===== config.mk =====
export PLATFORM = sky130hd
export DESIGN_NAME = mem_arbiter_flat
export DESIGN_NICKNAME = d
export VERILOG_FILES = /design/src/rtl/mem_arbiter_pkg.sv /design/src/rtl/mem_arbiter_if.sv /design/src/rtl/mem_arb_timer.sv /design/src/rtl/mem_arbiter.sv /design/src/flat_wrapper.sv
export SDC_FILE = /design/constraint.sdc
export NUM_CORES = 1
export LEC_CHECK = 0
export CAP_MARGIN = 20
export CORE_MARGIN = 8
export CORE_UTILIZATION = 44
export DETAILED_ROUTE_END_ITERATION = 7
export PLACE_DENSITY = 0.94
export SKIP_CTS_REPAIR_TIMING = 1
export SLEW_MARGIN = 20
export SYNTH_ARGS = -nofsm -noshare
export SYNTH_HDL_FRONTEND = slang
export SYNTH_SLANG_ARGS = --single-unit

===== constraint.sdc =====
create_clock -name clk_i -period 13.9 [get_ports clk_i]
set_clock_uncertainty 0.15 [all_clocks]
set_input_delay 2.78 -clock clk_i [delete_from_list [all_inputs] [get_ports clk_i]]
set_output_delay 2.78 -clock clk_i [all_outputs]
set_load 0.03 [all_outputs]

===== src/rtl/mem_arbiter_pkg.sv =====
// Shared types and constants for the two-port memory arbiter.
package mem_arbiter_pkg;

  typedef enum logic [1:0] {
    IDLE   = 2'd0,
    I_WAIT = 2'd1,
    D_WAIT = 2'd2,
    RESP   = 2'd3
  } state_t;

  localparam logic PORT_I      = 1'b0;
  localparam logic PORT_D      = 1'b1;
  localparam int   TIMEOUT_DEF = 255;

  // Round-robin choice: on a tie the port not granted last wins.
  function automatic logic rr_pick(input logic i_req, input logic d_req, input logic last);
    if (i_req && d_req) return ~last;
    return d_req ? PORT_D : PORT_I;
  endfunction

endpackage


===== src/rtl/mem_arbiter_if.sv =====
// Bundle of fetch port, data port and backing-memory signals.
// slave = arbiter view, master = surrounding core/memory view.
interface mem_arbiter_if #(
  parameter int ADDR_W = 32,
  parameter int DATA_W = 32
);
  logic              i_req_i;
  logic [ADDR_W-1:0] i_addr_i;
  logic [DATA_W-1:0] i_rdata_o;
  logic              i_ack_o;
  logic              d_req_i;
  logic              d_we_i;
  logic [ADDR_W-1:0] d_addr_i;
  logic [DATA_W-1:0] d_wdata_i;
  logic [DATA_W-1:0] d_rdata_o;
  logic              d_ack_o;
  logic              mem_req_o;
  logic              mem_we_o;
  logic [ADDR_W-1:0] mem_addr_o;
  logic [DATA_W-1:0] mem_wdata_o;
  logic [DATA_W-1:0] mem_rdata_i;
  logic              mem_ack_i;
  logic              err_o;
  logic              stall_o;

  modport slave (
    input  i_req_i, i_addr_i, d_req_i, d_we_i, d_addr_i, d_wdata_i, mem_rdata_i, mem_ack_i,
    output i_rdata_o, i_ack_o, d_rdata_o, d_ack_o, mem_req_o, mem_we_o, mem_addr_o,
           mem_wdata_o, err_o, stall_o
  );

  modport master (
    output i_req_i, i_addr_i, d_req_i, d_we_i, d_addr_i, d_wdata_i, mem_rdata_i, mem_ack_i,
    input  i_rdata_o, i_ack_o, d_rdata_o, d_ack_o, mem_req_o, mem_we_o, mem_addr_o,
           mem_wdata_o, err_o, stall_o
  );
endinterface


===== src/rtl/mem_arb_timer.sv =====
// Wait-state watchdog: counts enabled cycles since the last clear and flags
// the cycle in which the count reaches TIMEOUT.
module mem_arb_timer import mem_arbiter_pkg::*; #(
  parameter int TIMEOUT = TIMEOUT_DEF
) (
  input  logic clk_i,
  input  logic rst_i,
  input  logic clear,
  input  logic enable,
  output logic expired
);

  logic [7:0] cnt;

  // Count wait cycles; clear has priority so a new grant starts from zero.
  always_ff @(posedge clk_i or posedge rst_i) begin
    if (rst_i)       cnt <= '0;
    else if (clear)  cnt <= '0;
    else if (enable) cnt <= cnt + 8'd1;
  end

  // Fires during the TIMEOUT-th wait cycle, so the request is dropped after it.
  assign expired = enable && (cnt == 8'(TIMEOUT - 1));

endmodule


===== src/rtl/mem_arbiter.sv =====
// Two-port (fetch/data) arbiter in front of a single backing memory.
// One transaction at a time: grant, wait for memory (or timeout), one-cycle ack.
module mem_arbiter import mem_arbiter_pkg::*; #(
  parameter int ADDR_W  = 32,
  parameter int DATA_W  = 32,
  parameter int TIMEOUT = TIMEOUT_DEF
) (
  input  logic          clk_i,
  input  logic          rst_i,
  mem_arbiter_if.slave  bus
);

  state_t            state_q, state_d;
  logic              last_q;      // port of the latest grant, i.e. the port being served
  logic              grant, gport, done_ok, done_err;
  logic              wait_st, expired, resp, i_ack, d_ack;
  logic              req_q, we_q, err_q;
  logic [ADDR_W-1:0] addr_q;
  logic [DATA_W-1:0] wdata_q, i_rdata_q, d_rdata_q;

  assign wait_st = (state_q == I_WAIT) || (state_q == D_WAIT);
  assign resp    = (state_q == RESP);

  mem_arb_timer #(.TIMEOUT(TIMEOUT)) u_timer (
    .clk_i   (clk_i),
    .rst_i   (rst_i),
    .clear   (grant),
    .enable  (wait_st),
    .expired (expired)
  );

  // State register.
  always_ff @(posedge clk_i or posedge rst_i) begin
    if (rst_i) state_q <= IDLE;
    else       state_q <= state_d;
  end

  // Next state plus grant/completion strobes; a memory ack beats a timeout.
  always_comb begin
    state_d  = state_q;
    grant    = 1'b0;
    gport    = PORT_I;
    done_ok  = 1'b0;
    done_err = 1'b0;
    unique case (state_q)
      IDLE: begin
        if (bus.i_req_i || bus.d_req_i) begin
          grant   = 1'b1;
          gport   = rr_pick(bus.i_req_i, bus.d_req_i, last_q);
          state_d = (gport == PORT_D) ? D_WAIT : I_WAIT;
        end
      end
      I_WAIT, D_WAIT: begin
        if (bus.mem_ack_i) begin
          done_ok = 1'b1;
          state_d = RESP;
        end else if (expired) begin
          done_err = 1'b1;
          state_d  = RESP;
        end
      end
      RESP:    state_d = IDLE;
      default: state_d = IDLE;
    endcase
  end

  // Latch request attributes at grant, capture read data / error at completion.
  always_ff @(posedge clk_i or posedge rst_i) begin
    if (rst_i) begin
      last_q    <= PORT_I;        // so the data port wins the first tie
      req_q     <= 1'b0;
      we_q      <= 1'b0;
      addr_q    <= '0;
      wdata_q   <= '0;
      err_q     <= 1'b0;
      i_rdata_q <= '0;
      d_rdata_q <= '0;
    end else if (grant) begin
      last_q <= gport;
      req_q  <= 1'b1;
      err_q  <= 1'b0;
      if (gport == PORT_D) begin
        we_q    <= bus.d_we_i;
        addr_q  <= bus.d_addr_i;
        wdata_q <= bus.d_wdata_i;
      end else begin
        we_q    <= 1'b0;
        addr_q  <= bus.i_addr_i;
        wdata_q <= '0;
      end
    end else if (done_ok || done_err) begin
      req_q <= 1'b0;
      err_q <= done_err;
      // Stores never touch d_rdata; an aborted read returns zero.
      if (last_q == PORT_I)
        i_rdata_q <= done_ok ? bus.mem_rdata_i : '0;
      else if (!we_q)
        d_rdata_q <= done_ok ? bus.mem_rdata_i : '0;
    end
  end

  assign i_ack = resp && (last_q == PORT_I);
  assign d_ack = resp && (last_q == PORT_D);

  assign bus.i_ack_o     = i_ack;
  assign bus.d_ack_o     = d_ack;
  assign bus.i_rdata_o   = i_rdata_q;
  assign bus.d_rdata_o   = d_rdata_q;
  assign bus.mem_req_o   = req_q;
  assign bus.mem_we_o    = we_q;
  assign bus.mem_addr_o  = addr_q;
  assign bus.mem_wdata_o = wdata_q;
  assign bus.err_o       = resp && err_q;
  // Forced low in reset so every output reads zero while rst_i is high.
  assign bus.stall_o     = ~rst_i & ((bus.i_req_i & ~i_ack) | (bus.d_req_i & ~d_ack));

endmodule


===== src/flat_wrapper.sv =====
// flat-port wrapper written by rule: the top's interface ports become plain ports
module mem_arbiter_flat import mem_arbiter_pkg::*;
#(
  parameter int ADDR_W  = 32,
  parameter int DATA_W  = 32,
  parameter int TIMEOUT = TIMEOUT_DEF
)
  (clk_i, rst_i, bus_i_req_i, bus_i_addr_i, bus_d_req_i, bus_d_we_i, bus_d_addr_i, bus_d_wdata_i, bus_mem_rdata_i, bus_mem_ack_i, bus_i_rdata_o, bus_i_ack_o, bus_d_rdata_o, bus_d_ack_o, bus_mem_req_o, bus_mem_we_o, bus_mem_addr_o, bus_mem_wdata_o, bus_err_o, bus_stall_o);
  mem_arbiter_if #(.ADDR_W(ADDR_W), .DATA_W(DATA_W)) bus_i ();
  input  logic clk_i;
  input  logic rst_i;
  input wire logic [$bits(bus_i.i_req_i)-1:0] bus_i_req_i;
  input wire logic [$bits(bus_i.i_addr_i)-1:0] bus_i_addr_i;
  input wire logic [$bits(bus_i.d_req_i)-1:0] bus_d_req_i;
  input wire logic [$bits(bus_i.d_we_i)-1:0] bus_d_we_i;
  input wire logic [$bits(bus_i.d_addr_i)-1:0] bus_d_addr_i;
  input wire logic [$bits(bus_i.d_wdata_i)-1:0] bus_d_wdata_i;
  input wire logic [$bits(bus_i.mem_rdata_i)-1:0] bus_mem_rdata_i;
  input wire logic [$bits(bus_i.mem_ack_i)-1:0] bus_mem_ack_i;
  output wire logic [$bits(bus_i.i_rdata_o)-1:0] bus_i_rdata_o;
  output wire logic [$bits(bus_i.i_ack_o)-1:0] bus_i_ack_o;
  output wire logic [$bits(bus_i.d_rdata_o)-1:0] bus_d_rdata_o;
  output wire logic [$bits(bus_i.d_ack_o)-1:0] bus_d_ack_o;
  output wire logic [$bits(bus_i.mem_req_o)-1:0] bus_mem_req_o;
  output wire logic [$bits(bus_i.mem_we_o)-1:0] bus_mem_we_o;
  output wire logic [$bits(bus_i.mem_addr_o)-1:0] bus_mem_addr_o;
  output wire logic [$bits(bus_i.mem_wdata_o)-1:0] bus_mem_wdata_o;
  output wire logic [$bits(bus_i.err_o)-1:0] bus_err_o;
  output wire logic [$bits(bus_i.stall_o)-1:0] bus_stall_o;
  assign bus_i.i_req_i = bus_i_req_i;
  assign bus_i.i_addr_i = bus_i_addr_i;
  assign bus_i.d_req_i = bus_d_req_i;
  assign bus_i.d_we_i = bus_d_we_i;
  assign bus_i.d_addr_i = bus_d_addr_i;
  assign bus_i.d_wdata_i = bus_d_wdata_i;
  assign bus_i.mem_rdata_i = bus_mem_rdata_i;
  assign bus_i.mem_ack_i = bus_mem_ack_i;
  assign bus_i_rdata_o = bus_i.i_rdata_o;
  assign bus_i_ack_o = bus_i.i_ack_o;
  assign bus_d_rdata_o = bus_i.d_rdata_o;
  assign bus_d_ack_o = bus_i.d_ack_o;
  assign bus_mem_req_o = bus_i.mem_req_o;
  assign bus_mem_we_o = bus_i.mem_we_o;
  assign bus_mem_addr_o = bus_i.mem_addr_o;
  assign bus_mem_wdata_o = bus_i.mem_wdata_o;
  assign bus_err_o = bus_i.err_o;
  assign bus_stall_o = bus_i.stall_o;
  mem_arbiter #(.ADDR_W(ADDR_W), .DATA_W(DATA_W), .TIMEOUT(TIMEOUT)) u_core (.clk_i(clk_i), .rst_i(rst_i), .bus(bus_i));
endmodule

==> flow_metrics.tcl <==
set metrics [dict create \
    post-route-period-util 0.539 \
    root_buffer "clkbuf_16" \
    vias_per_cell 5.40 \
    cts.sinks 142 \
    instances_no_fill 886 \
    hpwl_microns 13200 \
    clk_latency_ns 0.41 \
    drc_errors 0 \
    first_pass_iters 5 \
    maxSlewViolCount 0 \
    synthArstFlopShare 1.00 \
    worstSetupPathType "primary input to primary output" \
    gr-usage-all-layers 0.228 \
    tns_ns 0 \
    drv_cap 0 \
    tightestPinTransition_ns 0.964 \
    antenna_found_initial 0 \
    hold_path_class "flip-flop to flip-flop" \
    fin_area_sq_um 8860 \
    grt_max_degree 101 \
    power_leakage_nw 3.89 \
    yosys_warnings 0 \
    drt-initial-drc-count 364 \
    die_x_microns 128 \
    ant_nets 0 \
    wirelength_microns 18500 \
    cts_inserted_buffers 17 \
    area_growth_pct 61.0 \
    ios 268 \
    period_needed_ns 7.49 \
    synth_area_sq_um 5510 \
    clock.fmax_ghz 0.133 \
    rsz0062_at_grt "false" \
    grt-ovfl-total 0 \
    setup_viol 0 \
    h-tree-depth 4 \
    routedWlPerCell_microns 20.8 \
    ir_worst_vdd_uv 129 \
    place_congestion 0.838 \
    cp-start-kind "primary input" \
    outcome "completed" \
    start_util 0.443 \
    maxSlewHeadroom 0.357 \
    dpl.cell_count 854 \
    cts_tree "built" \
    grt_pass1_vias 5257 \
    clkTransAtPathRegs_ns 0.06 \
    synth_seq_cells 142 \
    synthCells 446 \
    core_area_sq_um 12400 \
    grt_pass1_wl_microns 28800 \
    cts_max_path_buffers 2 \
    vias 4786 \
    avgSynthCellArea_sq_um 12.3 \
    placementRows 41 \
    synth-edff-count 0 \
    yosys.cell_types.count 34 \
    antenna_cells 0 \
    synthFlopType "dfrtp_1" \
    syn_nets 584 \
    endpoint_kind "primary output" \
    die_area_sq_um 16300 \
    port_buffers 267 \
    synth-seq-area-share 0.645 \
    critPathMaxFanout 6 \
    critPathArrivalTime_ns 4.56 \
    p_per_area_nw_per_um2 258 \
    die_h_microns 128 \
    nFillCells 830 \
    worst_ep_required_time_ns 10.97 \
    placed_area_sq_um 8290 \
    nets 839 \
    drive_above_1_share 0.0644 \
    final_hold_viol_count 0 \
]
## worst max-delay path, stage by stage
cell             delay [ns]
clkdlybuf4s50_1        0.62
nand2_1                0.12
a311oi_1               0.31
clkdlybuf4s50_1        0.72
## routing by layer
metal,part of all wire,vias up,wire length [microns],track usage
met3,0.091,25,1680,0.0736
met1,0.38,2331,7080,0.261
li1,-,2169,-,-
met5,0,-,0,0
met4,0.020,0,363,0.0916
met2,0.51,261,9330,0.386
## power by group
group          internal (mW)  total [mW]  switching [mW]
logic                  0.485        1.15           0.662
clock network          0.255       0.428           0.172
registers              0.592       0.707           0.116
total                   1.33        2.28           0.950
## state kept, by name, summed over array words and instances (netlist names)
register and cells:
u_core.bus.d_rdata_o 32, u_core.bus.i_rdata_o 32, u_core.bus.mem_addr_o 32, u_core.bus.mem_req_o 1, u_core.bus.mem_wdata_o 32, u_core.bus.mem_we_o 1
u_core.err_q 1, u_core.last_q 1, u_core.state_q 2, u_core.u_timer.cnt 8
## cell type report
cell class	count	area [sq um]	area share
clock buffers	19	453	0.0511
repair buffers	273	2720	0.307
inverters	7	31.3	0.00353
multi-input cells	260	1770	0.200
flip-flops and latches	142	3550	0.401
clock inverters	13	115	0.0130
well taps	172	215	0.0243
## kinds of logic (layout without fill, tap and decap cells)
logic type	after synthesis	in the layout	synth area share
adder cells (fa/ha/maj)	4	4	0.00909
AO/OA/AOI/OAI	180	180	0.241
flip-flops	142	142	0.645
AND/OR/NAND/NOR	70	70	0.0573
buffers and inverters	44	312	0.0375
XOR/XNOR	5	5	0.00795
multiplexers	1	1	0.00182
## cell usage in the layout (no fill, tap or decap), drive strengths merged, types with 2 or more instances in the layout
master         netlist  layout
a21oi                6       6
nor3                 2       2
dfrtp              142     142
or3                  2       2
ha                   4       4
nor2                11      11
clkbuf              14      19
buf                 23       6
and2                 2       2
xor2                 4       4
nor2b                2       2
nand2               40      40
nand3                2       2
clkdlybuf4s50        0     267
o22ai               33      33
clkinv               1       8
inv                  6       7
clkinvlp             0       4
o21ai               40      40
a22o                97      97
nand4                5       5
## final timing paths
| kind | start | endpoint | slack [ns] | cells after the start |
|---|---|---|---|---|
| min reg2reg | u_core.bus.mem_addr_o[25] | u_core.bus.mem_addr_o[25] | 0.33 | 2 |
| min in group asynchronous | rst_i | u_core.bus.mem_addr_o[29] | 2.64 | 2 |
| max reg2reg | u_core.state_q[1] | u_core.bus.d_rdata_o[23] | 10.66 | 7 |
| min | u_core.bus.mem_addr_o[25] | u_core.bus.mem_addr_o[25] | 0.33 | 2 |
| max in group asynchronous | rst_i | u_core.bus.i_rdata_o[7] | 9.76 | 3 |
| max | bus_i_req_i | bus_stall_o | 6.41 | 4 |
## cells in the mapped netlist (2+ instances only)
cell | count | area share
o21ai_0 | 3 | 0.0027
nor2b_1 | 2 | 0.0023
ha_1 | 4 | 0.0091
nand3_1 | 2 | 0.0018
nor3_1 | 2 | 0.0018
clkbuf_1 | 14 | 0.0095
a21oi_1 | 6 | 0.0055
nand4_1 | 4 | 0.0045
a22o_1 | 97 | 0.15
and2_1 | 2 | 0.0023
inv_1 | 6 | 0.0041
o21ai_1 | 36 | 0.033
buf_1 | 5 | 0.0034
dfrtp_1 | 142 | 0.65
buf_6 | 3 | 0.0061
buf_2 | 15 | 0.014
or3_1 | 2 | 0.0023
nand2_1 | 40 | 0.027
o22ai_1 | 33 | 0.038
nor2_1 | 11 | 0.0075
xor2_1 | 4 | 0.0064
## metrics by stage
stage,power (mW),hold slack [ns],util,worst slack (ns)
CTS,2.30,0.337,0.714,6.44
global route,2.40,0.368,0.714,6.34
global placement,1.81,0.316,0.668,6.52
floorplan,1.36,0.320,-,7.16
finish,2.28,0.331,0.714,6.41
detailed placement,1.86,0.324,0.668,6.45
Power figures use the tool's default switching activity.
